$ cat src/rtl/hazard_ctrl_mc_pkg.sv
// Shared constants for the hazard/forwarding controller.
//   FWD_*       : ForwardAE/ForwardBE mux select encodings
//   mc_state_e  : multi-cycle execute FSM states
package hazard_ctrl_mc_pkg;

  localparam logic [1:0] FWD_NONE = 2'b00;  // operand from register file
  localparam logic [1:0] FWD_W    = 2'b01;  // operand from ResultW
  localparam logic [1:0] FWD_M    = 2'b10;  // operand from ALUResultM

  typedef enum logic {
    MC_IDLE = 1'b0,
    MC_BUSY = 1'b1
  } mc_state_e;

endpackage

$ cat src/rtl/hazard_fwd_sel.sv
// Per-operand forward mux select for the E stage.
//   rs           in  source register of the operand in E
//   rd_m/rd_w    in  destination registers in M and W
//   reg_write_*  in  M/W write-enable
//   sel          out FWD_M / FWD_W / FWD_NONE (M wins over W, x0 never forwarded)
// With FWD_EN=0 the select is tied to FWD_NONE.
module hazard_fwd_sel
  import hazard_ctrl_mc_pkg::*;
#(
  parameter int REG_AW = 5,
  parameter int FWD_EN = 1
) (
  input  logic [REG_AW-1:0] rs,
  input  logic [REG_AW-1:0] rd_m,
  input  logic              reg_write_m,
  input  logic [REG_AW-1:0] rd_w,
  input  logic              reg_write_w,
  output logic [1:0]        sel
);

  always_comb begin
    sel = FWD_NONE;
    if (FWD_EN != 0) begin
      if (reg_write_m && (rd_m != '0) && (rd_m == rs)) begin
        sel = FWD_M;
      end else if (reg_write_w && (rd_w != '0) && (rd_w == rs)) begin
        sel = FWD_W;
      end
    end
  end

endmodule

$ cat src/rtl/hazard_ctrl_mc.sv
// Hazard/forwarding controller for the 5-stage pipeline with a variable-latency
// multi-cycle execute unit.
//   Inputs : D/E/M/W register addresses and write enables, ResultSrcE0 (load in E),
//            McStartE (multi-cycle op in E), PCSrcE (taken branch in E)
//   Outputs: StallF/D/E, FlushD/E/M, ForwardAE/BE (combinational, forced idle in reset),
//            McBusy (registered FSM state), three saturating perf counters.
// Handshake-free block: every output is a per-cycle level; no valid/ready.
module hazard_ctrl_mc
  import hazard_ctrl_mc_pkg::*;
#(
  parameter int REG_AW     = 5,
  parameter int MC_LATENCY = 4,
  parameter int FWD_EN     = 1,
  parameter int CNT_W      = 16
) (
  input  logic              clk,
  input  logic              rst,
  input  logic [REG_AW-1:0] Rs1D,
  input  logic [REG_AW-1:0] Rs2D,
  input  logic [REG_AW-1:0] Rs1E,
  input  logic [REG_AW-1:0] Rs2E,
  input  logic [REG_AW-1:0] RdE,
  input  logic              RegWriteE,
  input  logic              ResultSrcE0,
  input  logic              McStartE,
  input  logic              PCSrcE,
  input  logic [REG_AW-1:0] RdM,
  input  logic [REG_AW-1:0] RdW,
  input  logic              RegWriteM,
  input  logic              RegWriteW,
  output logic              StallF,
  output logic              StallD,
  output logic              StallE,
  output logic              FlushD,
  output logic              FlushE,
  output logic              FlushM,
  output logic [1:0]        ForwardAE,
  output logic [1:0]        ForwardBE,
  output logic              McBusy,
  output logic [CNT_W-1:0]  LoadUseCnt,
  output logic [CNT_W-1:0]  McStallCnt,
  output logic [CNT_W-1:0]  BranchFlushCnt
);

  localparam int CW = $clog2(MC_LATENCY) + 1;
  localparam bit MULTI = (MC_LATENCY > 1);
  localparam bit FWD = (FWD_EN != 0);
  // First cycle in E is spent in IDLE, the last in BUSY with mc_cnt==0.
  localparam int LOAD_I = MULTI ? (MC_LATENCY - 2) : 0;
  localparam logic [CW-1:0] MC_LOAD = LOAD_I[CW-1:0];

  mc_state_e       state, state_n;
  logic [CW-1:0]   mc_cnt, mc_cnt_n;
  logic            mc_hold;
  logic            lw_stall, raw, d_hz;
  logic [1:0]      fwd_a, fwd_b;

  hazard_fwd_sel #(.REG_AW(REG_AW), .FWD_EN(FWD_EN)) u_fwd_a (
    .rs(Rs1E), .rd_m(RdM), .reg_write_m(RegWriteM),
    .rd_w(RdW), .reg_write_w(RegWriteW), .sel(fwd_a)
  );

  hazard_fwd_sel #(.REG_AW(REG_AW), .FWD_EN(FWD_EN)) u_fwd_b (
    .rs(Rs2E), .rd_m(RdM), .reg_write_m(RegWriteM),
    .rd_w(RdW), .reg_write_w(RegWriteW), .sel(fwd_b)
  );

  // Load-use: only meaningful when forwarding is on.
  assign lw_stall = FWD && ResultSrcE0 && (RdE != '0) && ((RdE == Rs1D) || (RdE == Rs2D));

  // Without forwarding any pending E/M write to a D source stalls; W is covered
  // by the write-through register file.
  assign raw = !FWD && (
      ((Rs1D != '0) && ((RegWriteE && (RdE == Rs1D)) || (RegWriteM && (RdM == Rs1D)))) ||
      ((Rs2D != '0) && ((RegWriteE && (RdE == Rs2D)) || (RegWriteM && (RdM == Rs2D)))));

  assign d_hz = lw_stall || raw;

  assign mc_hold = ((state == MC_IDLE) && McStartE && MULTI) ||
                   ((state == MC_BUSY) && (mc_cnt != '0));

  assign McBusy = (state == MC_BUSY);

  // FSM next state
  always_comb begin
    state_n  = state;
    mc_cnt_n = mc_cnt;
    case (state)
      MC_IDLE: begin
        if (McStartE && MULTI) begin
          state_n  = MC_BUSY;
          mc_cnt_n = MC_LOAD;
        end
      end
      MC_BUSY: begin
        if (mc_cnt != '0) mc_cnt_n = mc_cnt - CW'(1);
        else              state_n  = MC_IDLE;
      end
      default: state_n = MC_IDLE;
    endcase
  end

  // Stall/flush priority: reset > multi-cycle hold > branch/data hazard.
  // A taken branch drops the D/F stall so the PC can take the redirect;
  // the hazarding instruction in D is flushed anyway.
  always_comb begin
    StallF    = 1'b0;
    StallD    = 1'b0;
    StallE    = 1'b0;
    FlushD    = 1'b0;
    FlushE    = 1'b0;
    FlushM    = 1'b0;
    ForwardAE = FWD_NONE;
    ForwardBE = FWD_NONE;
    if (!rst) begin
      ForwardAE = fwd_a;
      ForwardBE = fwd_b;
      if (mc_hold) begin
        StallF = 1'b1;
        StallD = 1'b1;
        StallE = 1'b1;
        FlushM = 1'b1;
      end else begin
        FlushD = PCSrcE;
        FlushE = PCSrcE || d_hz;
        StallF = d_hz && !PCSrcE;
        StallD = d_hz && !PCSrcE;
      end
    end
  end

  always_ff @(posedge clk) begin
    if (rst) begin
      state          <= MC_IDLE;
      mc_cnt         <= '0;
      LoadUseCnt     <= '0;
      McStallCnt     <= '0;
      BranchFlushCnt <= '0;
    end else begin
      state  <= state_n;
      mc_cnt <= mc_cnt_n;
      // Events are counted even when mc_hold masks their effect.
      if (d_hz && (LoadUseCnt != '1))      LoadUseCnt     <= LoadUseCnt + CNT_W'(1);
      if (mc_hold && (McStallCnt != '1))   McStallCnt     <= McStallCnt + CNT_W'(1);
      if (PCSrcE && (BranchFlushCnt != '1)) BranchFlushCnt <= BranchFlushCnt + CNT_W'(1);
    end
  end

endmodule
$ cat config.mk
export PLATFORM = sky130hd
export DESIGN_NAME = hazard_ctrl_mc
export DESIGN_NICKNAME = d
export VERILOG_FILES = /design/src/rtl/hazard_ctrl_mc_pkg.sv /design/src/rtl/hazard_fwd_sel.sv /design/src/rtl/hazard_ctrl_mc.sv
export SDC_FILE = /design/constraint.sdc
export NUM_CORES = 1
export LEC_CHECK = 0
export BUFFER_PORTS_ARGS = -buffer_cell sky130_fd_sc_hd__buf_2
export CAP_MARGIN = 20
export CORE_MARGIN = 2
export CORE_UTILIZATION = 45
export CTS_BUF_LIST = sky130_fd_sc_hd__clkbuf_4
export CTS_CLUSTER_DIAMETER = 150
export CTS_CLUSTER_SIZE = 14
export DETAILED_ROUTE_END_ITERATION = 12
export PLACE_DENSITY_LB_ADDON = 0.25
export SETUP_SLACK_MARGIN = 0.1
export SYNTH_ARGS = -nofsm -noshare
export SYNTH_HDL_FRONTEND = slang
export SYNTH_SLANG_ARGS = --single-unit
$ cat constraint.sdc
create_clock -name clk -period 4 [get_ports clk]
set_input_delay 0.8 -clock clk [delete_from_list [all_inputs] [get_ports clk]]
set_output_delay 0.8 -clock clk [all_outputs]
set_load 0.02 [all_outputs]
==> reports/results.tsv, run 1 <==
stage	metric	value	unit
worst_setup_path	Crit. End Element	output pin	
floorplanning	die area	7427	um2
detailed_routing	Total Routed Length	6.952	mm
yosys	Main synth FF type	dfxtp_1	
floorplanning	Starting Density	47.06	%
clock_network	cts hold-fix bufs	0	
placed_design	port bufs	100	
layout	Ant. Diodes	0	
power_and_ir_drop	total power	906.3	uW
yosys	FFs w/ async S/R, synth	0	%
yosys	register area share after synthesis	34.25	%
detailed_routing	DR iter-0 viols	159	
clock_network	clock sinks	52	
clock_network	Worst-Skew Late Latency	0.36	ns
clock_network	root buf cell	clkbuf_4	
yosys	dominant cells by area after synthesis	dfxtp_1 (34%), xnor2_1 (8.9%), xor2_1 (6.9%)	
global_route	first-pass GRT wire length	11.32	mm
detailed_routing	Remaining DRCs	0	
global_route	initial antenna violation count	0	
layout	Layout Nets	502	
outcome	status	complete, no violations	
yosys	syn nets	407	
detailed_routing	antenna viol nets, final	0	
min_path	min-delay worst type	register to register	
worst_setup_path	crit path launch type	primary input	
timing	fin. max-slew vios	0	
worst_setup_path	Crit Path Category	primary input to output pin	
worst_setup_path	Worst Path Required	3.20	ns
layout	Area Growth Syn to Fin	19.31	%
detailed_routing	post-detailed-route wirelength per cell	13.07	um
clock_network	TritonCTS clock tree	built	
timing	Worst Tran Pin Value	0.8412	ns
clock_network	post-CTS resize count	0	
power_and_ir_drop	Max IR drop VDD	0.1858	mV
placed_design	Cell Area, Placed	3575	um2
timing	Worst slew margin	43.73	%
worst_setup_path	Crit Path Max Fanout	4	
floorplanning	IO Count	102	
floorplanning	Die Span X	86.18	um
placed_design	dpl hpwl	5.163	mm
power_and_ir_drop	LEAKAGE	0.001483	uW
clock_network	postcts setup bufs	0	
detailed_routing	routed vias	2949	
yosys	mapped cell area	3039	um2
clock_network	htree depth	2	
clock_network	number of buffers created by CTS	5	
floorplanning	CORE AREA	6459	um2
timing	final critical-path share of the clock period	81.30	%
yosys	Mean Syn Cell Area	8.466	um2
global_route	GRT Overall Usage	18.18	%
timing	Hold Fails Final Rpt	0	
yosys	Cells after Synth	359	
detailed_routing	drt first pass iters	4	
yosys	count leader, synth	dfxtp_1	
worst_setup_path	data arrival time of the critical path	2.45	ns
clock_network	Clock Path Buffers	2	
yosys	FF+latch count, synth	52	
timing	Max Clk Rate	307.5	MHz
global_route	vias in the first global route	2565	
yosys	cell taking the most area after synthesis	dfxtp_1	
floorplanning	row cnt	29	
run	max_cap viols	0	
placed_design	RePlAce Congestion	0.8831	
timing	clock period minus worst slack	3.252	ns
timing	Final setup viols	0	
layout	Design Area, Final	3626	um2
clock_network	clk slew on worst S/H paths	0.14	ns
yosys	Yosys warnings	0	
global_route	Congestion Overflow GR	0	
layout	share of cells above drive strength 1	28.79	%
timing	RSZ-0062 raised after global routing	false	
power_and_ir_drop	PD cells	249.9	nW/um2
layout	Final Core Density	56.14	%
yosys	top-area cell type share of the netlist area	34.25	%
yosys	number of flops mapped to enable cells by yosys	0	
floorplanning	Die H	86.18	um
timing	setup_tns	0	ns
yosys	top post-synthesis cells by count	dfxtp_1 (52), nor2_1 (46), xnor2_1 (31)	
global_route	largest net degree at the start of global routing	68	
timing	final clock skew	0.007422	ns
yosys	Yosys cell types	52	
detailed_routing	via/cell ratio	5.543	
[critical path: stages]
cell and delay [ns]:
buf_2 0.12, or4_1 0.52, o21ai_0 0.36, nor3_1 0.11, nor4_1 0.32, buf_2 0.22
[sequential cells by signal, summed over array words and instances, names as in the netlist]
signal,flops
LoadUseCnt,16
McStallCnt,16
BranchFlushCnt,16
McBusy,1
mc_cnt,3
[path summary, 6_finish.rpt]
path | cells past startpoint | endpoint | slack, ns | start
setup reg to reg | 8 | McStallCnt[6] | 1.72 | mc_cnt[0]
setup / recovery | 6 | ForwardAE[0] | 0.75 | RdM[0]
hold reg to reg | 2 | mc_cnt[1] | 0.49 | mc_cnt[1]
hold / removal | 2 | mc_cnt[1] | 0.49 | mc_cnt[1]
[cell usage in the layout (no fill, tap or decap), types with 5 or more instances in the layout]
cell type / instances
buf_2: 100
dfxtp_1: 52
nor2_1: 46
xnor2_1: 31
xor2_1: 24
a21oi_1: 18
nand2_1: 17
nand3_1: 16
nor3_1: 13
nor4_1: 11
nand4_1: 10
inv_1: 9
nor2b_1: 9
o31ai_1: 9
or4_1: 8
a211oi_1: 7
o21ai_0: 6
mux2_2: 6
or4_2: 5
ha_1: 5
clkbuf_4: 5
[layout make-up]
cell class	instances	area [um2]
inverters	9	33.78
clock inverters	3	13.76
repair buffers	102	515.5
clock buffers	5	37.54
flip-flops and latches	52	1041
well taps	77	96.34
multi-input cells	284	1888
fillers	622	2833
[routing by layer]
layer / wire length [um] / up-vias / global-route usage (%)
met5: 0 / - / 0
met4: 129 / 0 / 5.824
met3: 337 / 14 / 3.429
met2: 3227 / 86 / 29.46
met1: 3257 / 1356 / 24.54
li1: - / 1493 / -
[cells by family (layout without fill, tap and decap cells)]
| logic type | Yosys count | count (layout) | synth area share (%) |
|---|---|---|---|
| compound gates | 57 | 57 | 13.09 |
| xor+xnor | 55 | 55 | 15.85 |
| fa+ha+maj | 5 | 5 | 2.058 |
| buf+inv | 23 | 119 | 3.623 |
| flops | 52 | 52 | 34.25 |
| mux | 9 | 9 | 3.376 |
| simple gates | 158 | 158 | 27.75 |
[report_power, final]
| part | internal [uW] | total [uW] | switching [uW] |
|---|---|---|---|
| clock network | 65.1 | 227 | 162 |
| logic | 59.5 | 145 | 85.2 |
| registers | 527 | 534 | 7.49 |
| total | 651 | 906 | 255 |
[stage by stage]
stage                     std cells  hold WS (ns)  worst slack [ns]
after global routing            532        0.5269            0.6122
final                           532        0.4877            0.7479
after detailed placement        524        0.4735            0.7488
after CTS                       532        0.4950            0.7440
after global placement          524        0.4648            0.8142
after floorplan                 359        0.4558            0.7618
(Power assumes the default switching activity.)
==> inputs of run 2 (changes only) <==
--- a/config.mk
+++ b/config.mk
@@ -5,6 +5,7 @@
 export SDC_FILE = /design/constraint.sdc
 export NUM_CORES = 1
 export LEC_CHECK = 0
+export ABC_AREA = 1
 export BUFFER_PORTS_ARGS = -buffer_cell sky130_fd_sc_hd__buf_2
 export CAP_MARGIN = 20
 export CORE_MARGIN = 2
==> constraint.sdc (replaced) <==
create_clock -name clk -period 3.38 [get_ports clk]
set_input_delay 0.676 -clock clk [delete_from_list [all_inputs] [get_ports clk]]
set_output_delay 0.676 -clock clk [all_outputs]
set_load 0.02 [all_outputs]
==> run 2 against run 1 <==
  * Design area grew 15%
  * Synthesized cell count increased by 58%
  * Sequential share of layout area is 3.8 points lower
  * Core utilization down 2.0 points
  * Critical path type is now register to output pin
  * Largest cell class unchanged
  * Largest power group unchanged
==> reports/results.tsv, run 2 <==
stage	metric	value	unit	change
placed_design	Cell Area, Placed	4099	um2	+15%
timing	Worst Tran Pin Value	0.6518	ns	-0.1894 ns
worst_setup_path	Crit. End Element	output pin		
floorplanning	die area	8687	um2	+17%
worst_setup_path	data arrival time of the critical path	2.08	ns	-0.37 ns
yosys	register area share after synthesis	29.07	%	-5.2 points
placed_design	Place WS	0.7509	ns	+0.002094 ns
yosys	Yosys cell types	40		-23%
layout	commonest non-fill, non-tap cell in the layout	nand2_1		
timing	final clock skew	0.02005	ns	+0.01263 ns
global_route	GRT Overall Usage	19.57	%	+1.4 points
global_route	initial antenna violation count	0		unchanged
min_path	min-delay worst type	register to register		
floorplanning	Starting Density	46.34	%	-0.71 points
worst_setup_path	Crit Path Category	register to output pin		
layout	most frequent cells in the layout	nand2_1 (144), buf_2 (100), inv_1 (83)		
power_and_ir_drop	Clock power frac	30.8	%	+5.7 points
timing	Hold Worst Slack	0.4767	ns	-0.01105 ns
timing	Hold Fails Final Rpt	0		unchanged
clock_network	clock sinks	52		unchanged
yosys	Cells after Synth	566		+58%
placed_design	dpl hpwl	6.626	mm	+28%
global_route	Congestion Overflow GR	0		unchanged
yosys	FFs w/ async S/R, synth	0	%	unchanged
yosys	Simple-Gate Fraction of Synth Area	40.53	%	+13 points
worst_setup_path	Register-to-Register Setup Slack	1.37	ns	-0.35 ns
power_and_ir_drop	Int Pwr	852.8	uW	+31%
outcome	status	complete, no violations		
floorplanning	Die H	93.21	um	+8.2%
yosys	post-synthesis adder-cell area fraction	1.747	%	-0.31 points
yosys	Post-Synth XOR/XNOR Area	7.093	%	-8.8 points
detailed_routing	antenna viol nets, final	0		unchanged
timing	setup ws final	0.6227	ns	-0.1252 ns
power_and_ir_drop	LEAKAGE	0.002003	uW	+35%
clock_network	htree depth	2		unchanged
timing	RSZ-0062 raised after global routing	false		
detailed_routing	Total Routed Length	8.580	mm	+23%
timing	final critical-path share of the clock period	81.58	%	
clock_network	TritonCTS clock tree	built		
yosys	combinational family with the most area after synthesis	simple AND/OR/NAND/NOR gates		
worst_setup_path	CP delay by family, top	simple AND/OR/NAND/NOR gates		
detailed_routing	drt first pass iters	5		+1
floorplanning	row cnt	32		+10%
worst_setup_path	crit path max-delay cell type	dfxtp_1		
yosys	post-synthesis mux area share	0	%	-3.4 points
yosys	mapped cell area	3581	um2	+18%
clock_network	postcts setup bufs	0		unchanged
timing	clock period minus worst slack	2.757	ns	
layout	Final Core Density	54.13	%	-2.0 points
power_and_ir_drop	switching share of power	28.95	%	+0.81 points
layout	Area Growth Syn to Fin	16.81	%	
yosys	cell taking the most area after synthesis	dfxtp_1		
timing	fin. max-slew vios	0		unchanged
detailed_routing	DR iter-0 viols	124		-22%
detailed_routing	Remaining DRCs	0		unchanged
power_and_ir_drop	power share of the sequential group	52.8	%	-6.1 points
detailed_routing	post-detailed-route wirelength per cell	11.26	um	-14%
detailed_routing	via/cell ratio	4.886		-12%
yosys	complex-gate fraction of the synthesized area	8.630	%	-4.5 points
timing	Max Clk Rate	362.7	MHz	
layout	Ant. Diodes	0		unchanged
yosys	FF+latch count, synth	52		unchanged
timing	setup_tns	0	ns	unchanged
clock_network	Worst-Skew Late Latency	0.38	ns	+0.02 ns
clock_network	cts hold-fix bufs	0		unchanged
layout	Layout fillers	780		+25%
clock_network	number of buffers created by CTS	5		unchanged
clock_network	Clock Path Buffers	2		unchanged
power_and_ir_drop	Comb power frac	16.4	%	+0.4 points
yosys	top post-synthesis cells by count	nand2_1 (144), inv_1 (83), nor2_1 (74)		
floorplanning	CORE AREA	7727	um2	+20%
yosys	top-area cell type share of the netlist area	29.07	%	-5.2 points
layout	Design Area, Final	4183	um2	+15%
layout	share of cells above drive strength 1	20.61	%	-8.2 points
worst_setup_path	crit path launch type	register		
worst_setup_path	largest stage delay on the critical path	0.39	ns	-0.13 ns
floorplanning	Die Span X	93.21	um	+8.2%
yosys	dominant cells by area after synthesis	dfxtp_1 (29%), nand2_1 (15%), inv_1 (8.7%)		
layout	Largest regs	BranchFlushCnt (16), LoadUseCnt (16), McStallCnt (16)		
yosys	syn nets	614		+51%
floorplanning	IO Count	102		unchanged
yosys	Mean Syn Cell Area	6.327	um2	-25%
clock_network	clk slew on worst S/H paths	0.18	ns	+0.04 ns
run	max_cap viols	0		unchanged
power_and_ir_drop	PD cells	286.9	nW/um2	+15%
detailed_routing	routed vias	3723		+26%
power_and_ir_drop	P_sw	347.4	uW	+36%
yosys	Yosys warnings	0		unchanged
layout	Layout Nets	707		+41%
global_route	vias in the first global route	3407		+33%
timing	Final setup viols	0		unchanged
power_and_ir_drop	Max IR drop VDD	0.1511	mV	-19%
clock_network	root buf cell	clkbuf_4		
yosys	number of flops mapped to enable cells by yosys	0		unchanged
worst_setup_path	cells along the critical path	inv_1 -> ha_1 -> ha_1 -> or2_1 -> nand2_1 -> inv_1 -> a21oi_1 -> buf_2		
yosys	count leader, synth	nand2_1		
placed_design	RePlAce Congestion	0.8777		-0.61%
placed_design	port bufs	100		unchanged
global_route	largest net degree at the start of global routing	32		-53%
worst_setup_path	Worst Path Required	2.70	ns	-0.50 ns
worst_setup_path	buffer and inverter count on the worst path	3		+1
worst_setup_path	Crit Path Max Fanout	5		+1
yosys	Main synth FF type	dfxtp_1		
global_route	first-pass GRT wire length	14.23	mm	+26%
clock_network	post-CTS resize count	0		unchanged
timing	Worst slew margin	56.50	%	+13 points
## run 2: cell count changes in the layout (fill, tap and decap cells not counted), moves of 13 or more
cell	change
nand4_1	+14
o21ai_0	+13
inv_1	+74
xnor2_1	-16
nand2_1	+127
a21oi_1	+13
nor2_1	+28
## run 2: kinds of logic after synthesis
| family | Yosys count |
|---|---|
| xor+xnor | 29 |
| fa+ha+maj | 5 |
| flops | 52 |
| compound gates | 58 |
| simple gates | 316 |
| buf+inv | 106 |
## run 2: per-stage QoR
step | std cells | power [uW]
floorplan | 566 | 781.5
global placement | 754 | 839.3
detailed placement | 754 | 844.6
CTS | 762 | 1218
global route | 762 | 1266
finish | 762 | 1200
## run 2: path summary, 6_finish.rpt
| path | start | to | cells after the start |
|---|---|---|---|
| max reg2reg | mc_cnt[0] | McStallCnt[3] | 11 |
| max | mc_cnt[0] | StallF | 8 |
| min reg2reg | mc_cnt[0] | mc_cnt[0] | 1 |
| min | mc_cnt[0] | mc_cnt[0] | 1 |
## run 2: final cells by class
cell class                      instances  area (um2)  area share (%)
Multi-Input combinational cell        408        2077           49.66
Inverter                               90       337.8           8.077
Clock inverter                          3       46.29           1.107
Sequential cell                        52        1041           24.89
Clock buffer                            5       37.54          0.8974
Timing Repair Buffer                  102       515.5           12.32
Tap cell                              102       127.6           3.051
## run 2: routing by layer
metal,vias up,global-route usage [%],routed length [um]
met5,-,0,0
met4,0,4.779,32
met3,2,3.546,338
met2,66,35.21,4316
met1,1674,24.13,3891
li1,1981,-,-
## run 2: power by group through the flow
| stage | clock [uW] | combinational, uW | sequential (uW) |
|---|---|---|---|
| finish | 370 | 197 | 633 |
| global route | 409 | 221 | 635 |
| CTS | 386 | 199 | 634 |
| detailed placement | 0 | 198 | 646 |
| global placement | 0 | 193 | 646 |
| floorplan | 0 | 126 | 655 |
